`src/rtl/npc_predict_if.sv`:
```
// Fetch/decode bus of the next-PC generator: fetch PC and prediction out,
// branch/jump resolution from decode in.
interface npc_predict_if;
  logic        stall;
  logic [31:0] pc;
  logic [31:0] pc4;
  logic        pred_taken;
  logic [31:0] pred_target;
  logic        res_valid;
  logic [1:0]  res_op;
  logic [31:0] res_pc;
  logic        res_cond;
  logic [15:0] res_imm16;
  logic [25:0] res_imm26;
  logic [31:0] res_reg;
  logic        res_pred_taken;
  logic [31:0] res_pred_target;
  logic        redirect;

  modport master (
    output stall, res_valid, res_op, res_pc, res_cond, res_imm16, res_imm26,
           res_reg, res_pred_taken, res_pred_target,
    input  pc, pc4, pred_taken, pred_target, redirect
  );

  modport slave (
    input  stall, res_valid, res_op, res_pc, res_cond, res_imm16, res_imm26,
           res_reg, res_pred_taken, res_pred_target,
    output pc, pc4, pred_taken, pred_target, redirect
  );
endinterface

```
`src/rtl/npc_predict.sv`:
```
// Fetch-stage PC register with a direct-mapped 2-bit-counter BTB predictor.
// The BTB exists only when NPC_BTB_EN is defined; otherwise it always predicts pc+4.
module npc_predict #(
  parameter logic [31:0] RESET_PC    = 32'h0000_3000,
  parameter int          BTB_ENTRIES = 8,
  localparam int         IDX_W       = $clog2(BTB_ENTRIES)
) (
  input  logic          clk,
  input  logic          reset,
  npc_predict_if.slave  bus
);

  if (BTB_ENTRIES < 2 || BTB_ENTRIES > 64 || (2 ** IDX_W) != BTB_ENTRIES) begin : g_bad_cfg
    $error("npc_predict: BTB_ENTRIES must be a power of two in 2..64");
  end

  logic [31:0] pc_r;
  logic [31:0] pc4_s;
  logic        pred_taken_s;
  logic [31:0] pred_target_s;
  logic [31:0] seq_s;
  logic [31:0] br_tgt_s;
  logic [31:0] act_tgt_s;
  logic        act_taken_s;
  logic        redirect_s;
  logic [31:0] next_pc_s;

  assign pc4_s    = pc_r + 32'd4;
  assign seq_s    = bus.res_pc + 32'd4;
  assign br_tgt_s = seq_s + {{14{bus.res_imm16[15]}}, bus.res_imm16, 2'b00};

  // Actual outcome of the resolving instruction
  always_comb begin
    act_taken_s = 1'b0;
    act_tgt_s   = seq_s;
    case (bus.res_op)
      2'b00: begin
        act_taken_s = 1'b0;
        act_tgt_s   = seq_s;
      end
      2'b01: begin
        act_taken_s = bus.res_cond;
        act_tgt_s   = br_tgt_s;
      end
      2'b10: begin
        act_taken_s = 1'b1;
        act_tgt_s   = {bus.res_pc[31:28], bus.res_imm26, 2'b00};
      end
      2'b11: begin
        act_taken_s = 1'b1;
        act_tgt_s   = bus.res_reg;
      end
      default: begin
        act_taken_s = 1'b0;
        act_tgt_s   = seq_s;
      end
    endcase
  end

  // Held low during reset so a stale decode entry cannot flush the pipe.
  assign redirect_s = reset & bus.res_valid &
                      ((act_taken_s != bus.res_pred_taken) |
                       (act_taken_s & (act_tgt_s != bus.res_pred_target)));

  // Next-PC selection: redirect overrides stall, stall overrides prediction
  always_comb begin
    next_pc_s = pred_target_s;
    if (redirect_s) begin
      next_pc_s = act_taken_s ? act_tgt_s : seq_s;
    end else if (bus.stall) begin
      next_pc_s = pc_r;
    end else begin
      next_pc_s = pred_target_s;
    end
  end

  // Architectural fetch PC
  always_ff @(posedge clk or negedge reset) begin
    if (!reset) begin
      pc_r <= RESET_PC;
    end else begin
      pc_r <= next_pc_s;
    end
  end

`ifdef NPC_BTB_EN
  localparam int TAG_W = 30 - IDX_W;

  logic [BTB_ENTRIES-1:0] valid_r;
  logic [TAG_W-1:0]       tag_r [BTB_ENTRIES];
  logic [31:0]            tgt_r [BTB_ENTRIES];
  logic [1:0]             cnt_r [BTB_ENTRIES];

  logic [IDX_W-1:0] lk_idx_s;
  logic [TAG_W-1:0] lk_tag_s;
  logic             lk_hit_s;
  logic [IDX_W-1:0] up_idx_s;
  logic [TAG_W-1:0] up_tag_s;
  logic             up_hit_s;
  logic             upd_s;
  logic             wr_en_s;
  logic [1:0]       wr_cnt_s;
  logic [31:0]      wr_tgt_s;

  function automatic logic [1:0] sat_step(input logic [1:0] c, input logic up);
    logic [1:0] r;
    if (up) begin
      r = (c == 2'd3) ? 2'd3 : c + 2'd1;
    end else begin
      r = (c == 2'd0) ? 2'd0 : c - 2'd1;
    end
    return r;
  endfunction

  assign lk_idx_s      = pc_r[IDX_W+1:2];
  assign lk_tag_s      = pc_r[31:IDX_W+2];
  assign lk_hit_s      = valid_r[lk_idx_s] & (tag_r[lk_idx_s] == lk_tag_s);
  assign pred_taken_s  = lk_hit_s & cnt_r[lk_idx_s][1];
  assign pred_target_s = pred_taken_s ? tgt_r[lk_idx_s] : pc4_s;

  assign up_idx_s = bus.res_pc[IDX_W+1:2];
  assign up_tag_s = bus.res_pc[31:IDX_W+2];
  assign up_hit_s = valid_r[up_idx_s] & (tag_r[up_idx_s] == up_tag_s);
  assign upd_s    = bus.res_valid & (bus.res_op != 2'b00);

  // BTB write decision: train on a hit, allocate only on a taken miss
  always_comb begin
    wr_en_s  = 1'b0;
    wr_cnt_s = cnt_r[up_idx_s];
    wr_tgt_s = tgt_r[up_idx_s];
    if (upd_s && up_hit_s) begin
      wr_en_s  = 1'b1;
      wr_cnt_s = sat_step(cnt_r[up_idx_s], act_taken_s);
      wr_tgt_s = act_taken_s ? act_tgt_s : tgt_r[up_idx_s];
    end else if (upd_s && act_taken_s) begin
      wr_en_s  = 1'b1;
      wr_cnt_s = (bus.res_op == 2'b01) ? 2'd2 : 2'd3;
      wr_tgt_s = act_tgt_s;
    end else begin
      wr_en_s  = 1'b0;
    end
  end

  // Valid bits are the only BTB state that needs clearing on reset
  always_ff @(posedge clk or negedge reset) begin
    if (!reset) begin
      valid_r <= '0;
    end else if (wr_en_s) begin
      valid_r[up_idx_s] <= 1'b1;
    end
  end

  // BTB payload storage
  always_ff @(posedge clk) begin
    if (reset && wr_en_s) begin
      tag_r[up_idx_s] <= up_tag_s;
      tgt_r[up_idx_s] <= wr_tgt_s;
      cnt_r[up_idx_s] <= wr_cnt_s;
    end
  end
`else
  assign pred_taken_s  = 1'b0;
  assign pred_target_s = pc4_s;
`endif

  assign bus.pc          = pc_r;
  assign bus.pc4         = pc4_s;
  assign bus.pred_taken  = pred_taken_s;
  assign bus.pred_target = pred_target_s;
  assign bus.redirect    = redirect_s;

endmodule

```
`src/flat_wrapper.sv`:
```
// flat-port wrapper written by rule: the top's interface ports become plain ports
module npc_predict_flat 
#(
  parameter logic [31:0] RESET_PC    = 32'h0000_3000,
  parameter int          BTB_ENTRIES = 8,
  localparam int         IDX_W       = $clog2(BTB_ENTRIES)
)
  (clk, reset, bus_stall, bus_res_valid, bus_res_op, bus_res_pc, bus_res_cond, bus_res_imm16, bus_res_imm26, bus_res_reg, bus_res_pred_taken, bus_res_pred_target, bus_pc, bus_pc4, bus_pred_taken, bus_pred_target, bus_redirect);
  npc_predict_if bus_i ();
  input  logic clk;
  input  logic reset;
  input wire logic [$bits(bus_i.stall)-1:0] bus_stall;
  input wire logic [$bits(bus_i.res_valid)-1:0] bus_res_valid;
  input wire logic [$bits(bus_i.res_op)-1:0] bus_res_op;
  input wire logic [$bits(bus_i.res_pc)-1:0] bus_res_pc;
  input wire logic [$bits(bus_i.res_cond)-1:0] bus_res_cond;
  input wire logic [$bits(bus_i.res_imm16)-1:0] bus_res_imm16;
  input wire logic [$bits(bus_i.res_imm26)-1:0] bus_res_imm26;
  input wire logic [$bits(bus_i.res_reg)-1:0] bus_res_reg;
  input wire logic [$bits(bus_i.res_pred_taken)-1:0] bus_res_pred_taken;
  input wire logic [$bits(bus_i.res_pred_target)-1:0] bus_res_pred_target;
  output wire logic [$bits(bus_i.pc)-1:0] bus_pc;
  output wire logic [$bits(bus_i.pc4)-1:0] bus_pc4;
  output wire logic [$bits(bus_i.pred_taken)-1:0] bus_pred_taken;
  output wire logic [$bits(bus_i.pred_target)-1:0] bus_pred_target;
  output wire logic [$bits(bus_i.redirect)-1:0] bus_redirect;
  assign bus_i.stall = bus_stall;
  assign bus_i.res_valid = bus_res_valid;
  assign bus_i.res_op = bus_res_op;
  assign bus_i.res_pc = bus_res_pc;
  assign bus_i.res_cond = bus_res_cond;
  assign bus_i.res_imm16 = bus_res_imm16;
  assign bus_i.res_imm26 = bus_res_imm26;
  assign bus_i.res_reg = bus_res_reg;
  assign bus_i.res_pred_taken = bus_res_pred_taken;
  assign bus_i.res_pred_target = bus_res_pred_target;
  assign bus_pc = bus_i.pc;
  assign bus_pc4 = bus_i.pc4;
  assign bus_pred_taken = bus_i.pred_taken;
  assign bus_pred_target = bus_i.pred_target;
  assign bus_redirect = bus_i.redirect;
  npc_predict #(.RESET_PC(RESET_PC), .BTB_ENTRIES(BTB_ENTRIES)) u_core (.clk(clk), .reset(reset), .bus(bus_i));
endmodule
```
`config.mk`:
```
export PLATFORM = sky130hd
export DESIGN_NAME = npc_predict_flat
export DESIGN_NICKNAME = d
export VERILOG_FILES = /design/src/rtl/npc_predict_if.sv /design/src/rtl/npc_predict.sv /design/src/flat_wrapper.sv
export SDC_FILE = /design/constraint.sdc
export NUM_CORES = 1
export LEC_CHECK = 0
export BUFFER_PORTS_ARGS = -buffer_cell sky130_fd_sc_hd__buf_2
export CAP_MARGIN = 10
export CORE_MARGIN = 3
export CORE_UTILIZATION = 48
export CTS_CLUSTER_SIZE = 8
export DETAILED_ROUTE_END_ITERATION = 10
export PLACE_DENSITY = 0.79
export SLEW_MARGIN = 10
export SYNTH_ARGS = -nofsm -noshare
export SYNTH_HDL_FRONTEND = slang
export SYNTH_SLANG_ARGS = --single-unit
```
`constraint.sdc`:
```
create_clock -name clk -period 6.2 [get_ports clk]
set_input_delay 1.24 -clock clk [delete_from_list [all_inputs] [get_ports clk]]
set_output_delay 1.24 -clock clk [all_outputs]
set_load 0.1 [all_outputs]
```
# --- Word-level counts from Yosys, hierarchy flattened ---
# Cells that the tools add are included.
word_totals:
  register_bits: 32
  input_bits: 146
classes:
  add_sub_neg: 3
  eq_ne: 6
  n_mux: 5
  bitwise: 4
  reduce_logical: 2
ops:
  columns: ["cell", "count"]
  rows:
  - ["$pmux 32 s4", 1]
  - ["$mux 32", 3]
  - ["$add 32x3->32 const B", 2]
  - ["$add 32x32->32", 1]
  - ["$ne 32x32->1", 1]
  - ["$eq 2x2->1 const B", 2]
  - ["$and 1x1->1", 3]
  - ["$pmux 1 s3", 1]
  - ["$eq 2x1->1 const B", 1]
  - ["$logic_not 2->1", 1]
  - ["$ne 2x1->1 const B", 1]
  - ["$reduce_or 2->1", 1]
  - ["$ne 1x1->1", 1]
  - ["$or 1x1->1", 1]

# --- Depth between registers and ports, before layout ---
depth:
  ltp_word: 8
  mapped_depth: 19
  ltp_nobuf: 18

# --- Least setup slack after synthesis ---
# OpenSTA, ideal clock, no wires.
synth_timing:
  path_kind: "input to output"
  startpoint: "input port bus_res_pc[2]"
  endpoint: "output port bus_redirect"
  t_arrival_ns: 5.253
  required_time_ns: 4.960
  slack_ns: -0.293
  path_stages: 16
  path_cell_list: "ha_1 > nand2_1 > nor4_1 > nand4_1 > xnor2_1 > ha_1 > a221o_1 > and2_1 > a31o_2 > or2_2 > a41o_1 > xnor2_1 > nand4_1 > a2111oi_4 > a31oi_4 > buf_6"
synth_via:
  elab_chain_len: 7
synth_rtl:
  columns: ["element", "line", "source"]
  rows:
  - ["start, declared", "flat_wrapper.sv:15", "input wire logic [$bits(bus_i.res_pc)-1:0] bus_res_pc;"]
  - ["$add 32x3->32 *", "npc_predict.sv:29", "assign seq_s = bus.res_pc + 32'd4;"]
  - ["$add 32x32->32", "npc_predict.sv:30", "assign br_tgt_s = seq_s + {{14{bus.res_imm16[15]}}, bus.res_imm16, 2'b00};"]
  - ["$pmux 32 s4 *", "npc_predict.sv:36", "case (bus.res_op)"]
  - ["$ne 32x32->1 *", "npc_predict.sv:63", "(act_taken_s & (act_tgt_s != bus.res_pred_target)));"]
  - ["$and 1x1->1 *", "npc_predict.sv:63", null]
  - ["$or 1x1->1 *", "npc_predict.sv:62", "((act_taken_s != bus.res_pred_taken) |"]
  - ["$and 1x1->1 *", "npc_predict.sv:61", "assign redirect_s = reset & bus.res_valid &"]
  - ["end, declared", "flat_wrapper.sv:26", "output wire logic [$bits(bus_i.redirect)-1:0] bus_redirect;"]
# Every way passes the cells marked *; elsewhere a longest branch is shown, timed or not.

# --- Worst setup path in the final report ---
layout_timing:
  startpoint: "input port bus_res_pc[6]"
  endpoint: "output port bus_redirect"
# The elaborated chain is that of the path after synthesis.

==> results.cfg <==
[floorplanning]
ios = 244
fp.coreArea_um2 = 14900
start_util_pct = 50.1
die_h_um = 131
die_x_um = 131
die_area_um2 = 17100
rows = 44

[detailed_routing]
ant_nets = 0
drt-initial-drc-count = 921
first_pass_iters = 5
num_vias = 10100
wl_per_cell_um = 21.4
drc = 0
routed_wl_mm = 35.1
vias_per_cell = 6.17

[sta]
fin_skew_ps = 5.35
worst_pin_slew_ps = 540
hold_viol = 0
fin_hold_ws_ps = 560
fmax_ghz = 0.157
worst_slack_ps = -176
timing.final.max_slew_violations = 0
final-setup-viol-count = 1
min_period_ps = 6380
relSlewSlack_pct = 64.2
rsz0062_at_grt = true
fin_tns_setup_ps = -176
timing.final.crit_share_pct = 103

[place]
io_buffers = 242
place_area_um2 = 10100
gp_congestion = 1.05
hpwl_mm = 28.4

[synthesis]
synth_cell_type_count = 89
yosys_warnings = 0
synth_edf_count = 0
async_flop_share_pct = 100
syn_nets = 1222
netlist_area_um2 = 7450
avgSynthCellArea_um2 = 7.21
ys_seq_area_share_pct = 10.8
synth_ff_type = dfrtp_1
synth_seq_cells = 32
syn_inst = 1033

[pwr]
p_leak_nw = 5.06
powerDensity_nw_per_um2 = 315
ir_drop_mv = 0.612
p_total_mw = 3.48

[worst_setup_path]
critPathLaunchType = input pin
crit_slowest_cell = a2111oi_2
critPathKind = in -> out
required_ps = 4960
endpoint_kind = output port
cp.arrival_ps = 5140
worstPathCellList = buf_4 -> nand3_4 -> buf_4 -> nor4_2 -> buf_4 -> xor2_1 -> buf_4 -> ha_4 -> nand4_1 -> buf_4 -> nor2_1 -> a32oi_2 -> nand3_4 -> a21oi_4 -> nor3_1 -> a2111oi_2 -> buf_4 -> nand4_1 -> nor4_4 -> a31oi_4 -> buf_12
slowest_delay_ps = 360
crit_top_cell = buf_4
path_max_fanout = 8
rrSetupSlack_ps = 3240

[finish]
fin_nets = 1642
n_fill_cell = 1197
mostFrequentLayoutCells = buf_4 (256), buf_2 (232), nand2_1 (104)
syn2layout_area_growth_pct = 48.5
multi_input_area_um2 = 6590
fin_util_pct = 74.4
final_common_cell = buf_4
drive_gt1_share_pct = 41.4
regArea_um2 = 803
largest_reg_flops = 32
design_area_um2 = 11100

[job]
maxCapViolCount = 0

[clock_tree]
clk_path_buf_depth = 2
cts_made_buffers = 5
clk_pin_slew_ps = 50
cts_max_level = 2
cts_root_buf = clkbuf_16
clk_latency_ps = 270
cts_tree = built
cts_num_sinks = 32

[hold_path]
hold_path_class = reg -> reg

[grt]
antenna_found_initial = 2
grt_pass1_vias = 9676
grt_pass1_wl_mm = 53.2
globalRouteTotalUtil_pct = 40.3
overflow = 0
grt_max_degree = 34

[outcome]
violations = setup timing
status = finished with violations
[cells by family (layout without fill, tap and decap cells)]
| family | after synthesis | in the layout | synth area share (%) |
|---|---|---|---|
| xor gates and xnor gates | 125 | 125 | 14.8 |
| muxes | 56 | 56 | 7.66 |
| adders and majority gates | 43 | 43 | 7.32 |
| buffers and inverters | 113 | 534 | 7.86 |
| AOI/OAI and AO/OA | 262 | 262 | 24.5 |
| DFF | 32 | 32 | 10.8 |
| other | 1 | 3 | 0.0503 |
| and+or+nand+nor | 401 | 401 | 27.0 |
[worst max-delay path, delay by kind of cell]
kind                     cells  cell delay [ps]
XOR/XNOR                     1              140
AND/OR/NAND/NOR              8             1250
adder cells (fa/ha/maj)      1              220
buffers and inverters        7             1220
AO/OA/AOI/OAI                4             1040
[repair_timing]
item / CTS / global route
cloned: 0 / 0
hold buffers: 0 / 0
pin swaps: 52 / 5
resized for setup: 106 / 8
setup endpoints to repair: 1 / 1
setup buffers: 25 / 3
[cell usage after synthesis, types with 13 or more instances]
master	number	area, µm²
dfrtp_1	30	751
ha_1	42	526
nand3_1	51	255
o21ai_0	61	305
nand2_1	105	394
and3_1	13	81.3
nor3_1	40	200
nor2_1	82	308
nand2b_1	15	93.8
inv_1	32	120
mux2i_1	48	480
buf_4	35	263
nand4_1	26	163
xor2_1	51	447
clkbuf_1	29	109
a21oi_1	57	285
xnor2_1	73	639
[final cells by class]
cell class,instances,share of cell area [%]
Antenna cell,2,0.0452
Tap cell,184,2.08
Clock buffer,8,1.32
Inverter,32,1.09
Sequential cell,32,7.26
Multi-Input combinational cell,888,59.5
Timing Repair Buffer,494,28.7
[routing by layer]
metal | vias up | GRT usage [%] | wire length [µm]
met4 | 0 | 19.1 | 1850
met5 | - | 0 | 0
li1 | 4623 | - | -
met3 | 129 | 5.08 | 3600
met1 | 4726 | 51.7 | 13500
met2 | 648 | 67.3 | 16100
[report_power, final]
group          internal (mW)  total [mW]  switching (mW)
Clock                  0.160       0.239          0.0799
Combinational          0.632        2.86            2.23
Sequential             0.275       0.382           0.107
[path summary, 6_finish.rpt]
| path | start | to | cells past startpoint |
|---|---|---|---|
| min reg2reg | u_core.bus.pc[0]$_DFFE_PN0P_ | u_core.bus.pc[0]$_DFFE_PN0P_ | 2 |
| min | u_core.bus.pc[0]$_DFFE_PN0P_ | u_core.bus.pc[0]$_DFFE_PN0P_ | 2 |
| max | bus_res_pc[6] | bus_redirect | 21 |
| max in group asynchronous | reset | u_core.bus.pc[13]$_DFFE_PN1P_ | 2 |
| min in group asynchronous | reset | u_core.bus.pc[2]$_DFFE_PN0P_ | 2 |
| max reg2reg | u_core.bus.pc[2]$_DFFE_PN0P_ | u_core.bus.pc[24]$_DFFE_PN0P_ | 11 |
[metrics by stage]
step	instances	setup WS [ps]
2_1_floorplan	1033	0.142
3_3_place_gp	1602	-521
3_5_place_dp	1602	-559
4_1_cts	1635	-8.51
5_1_grt	1640	-331
6_report	1640	-176
Power figures use the tool's default switching activity.
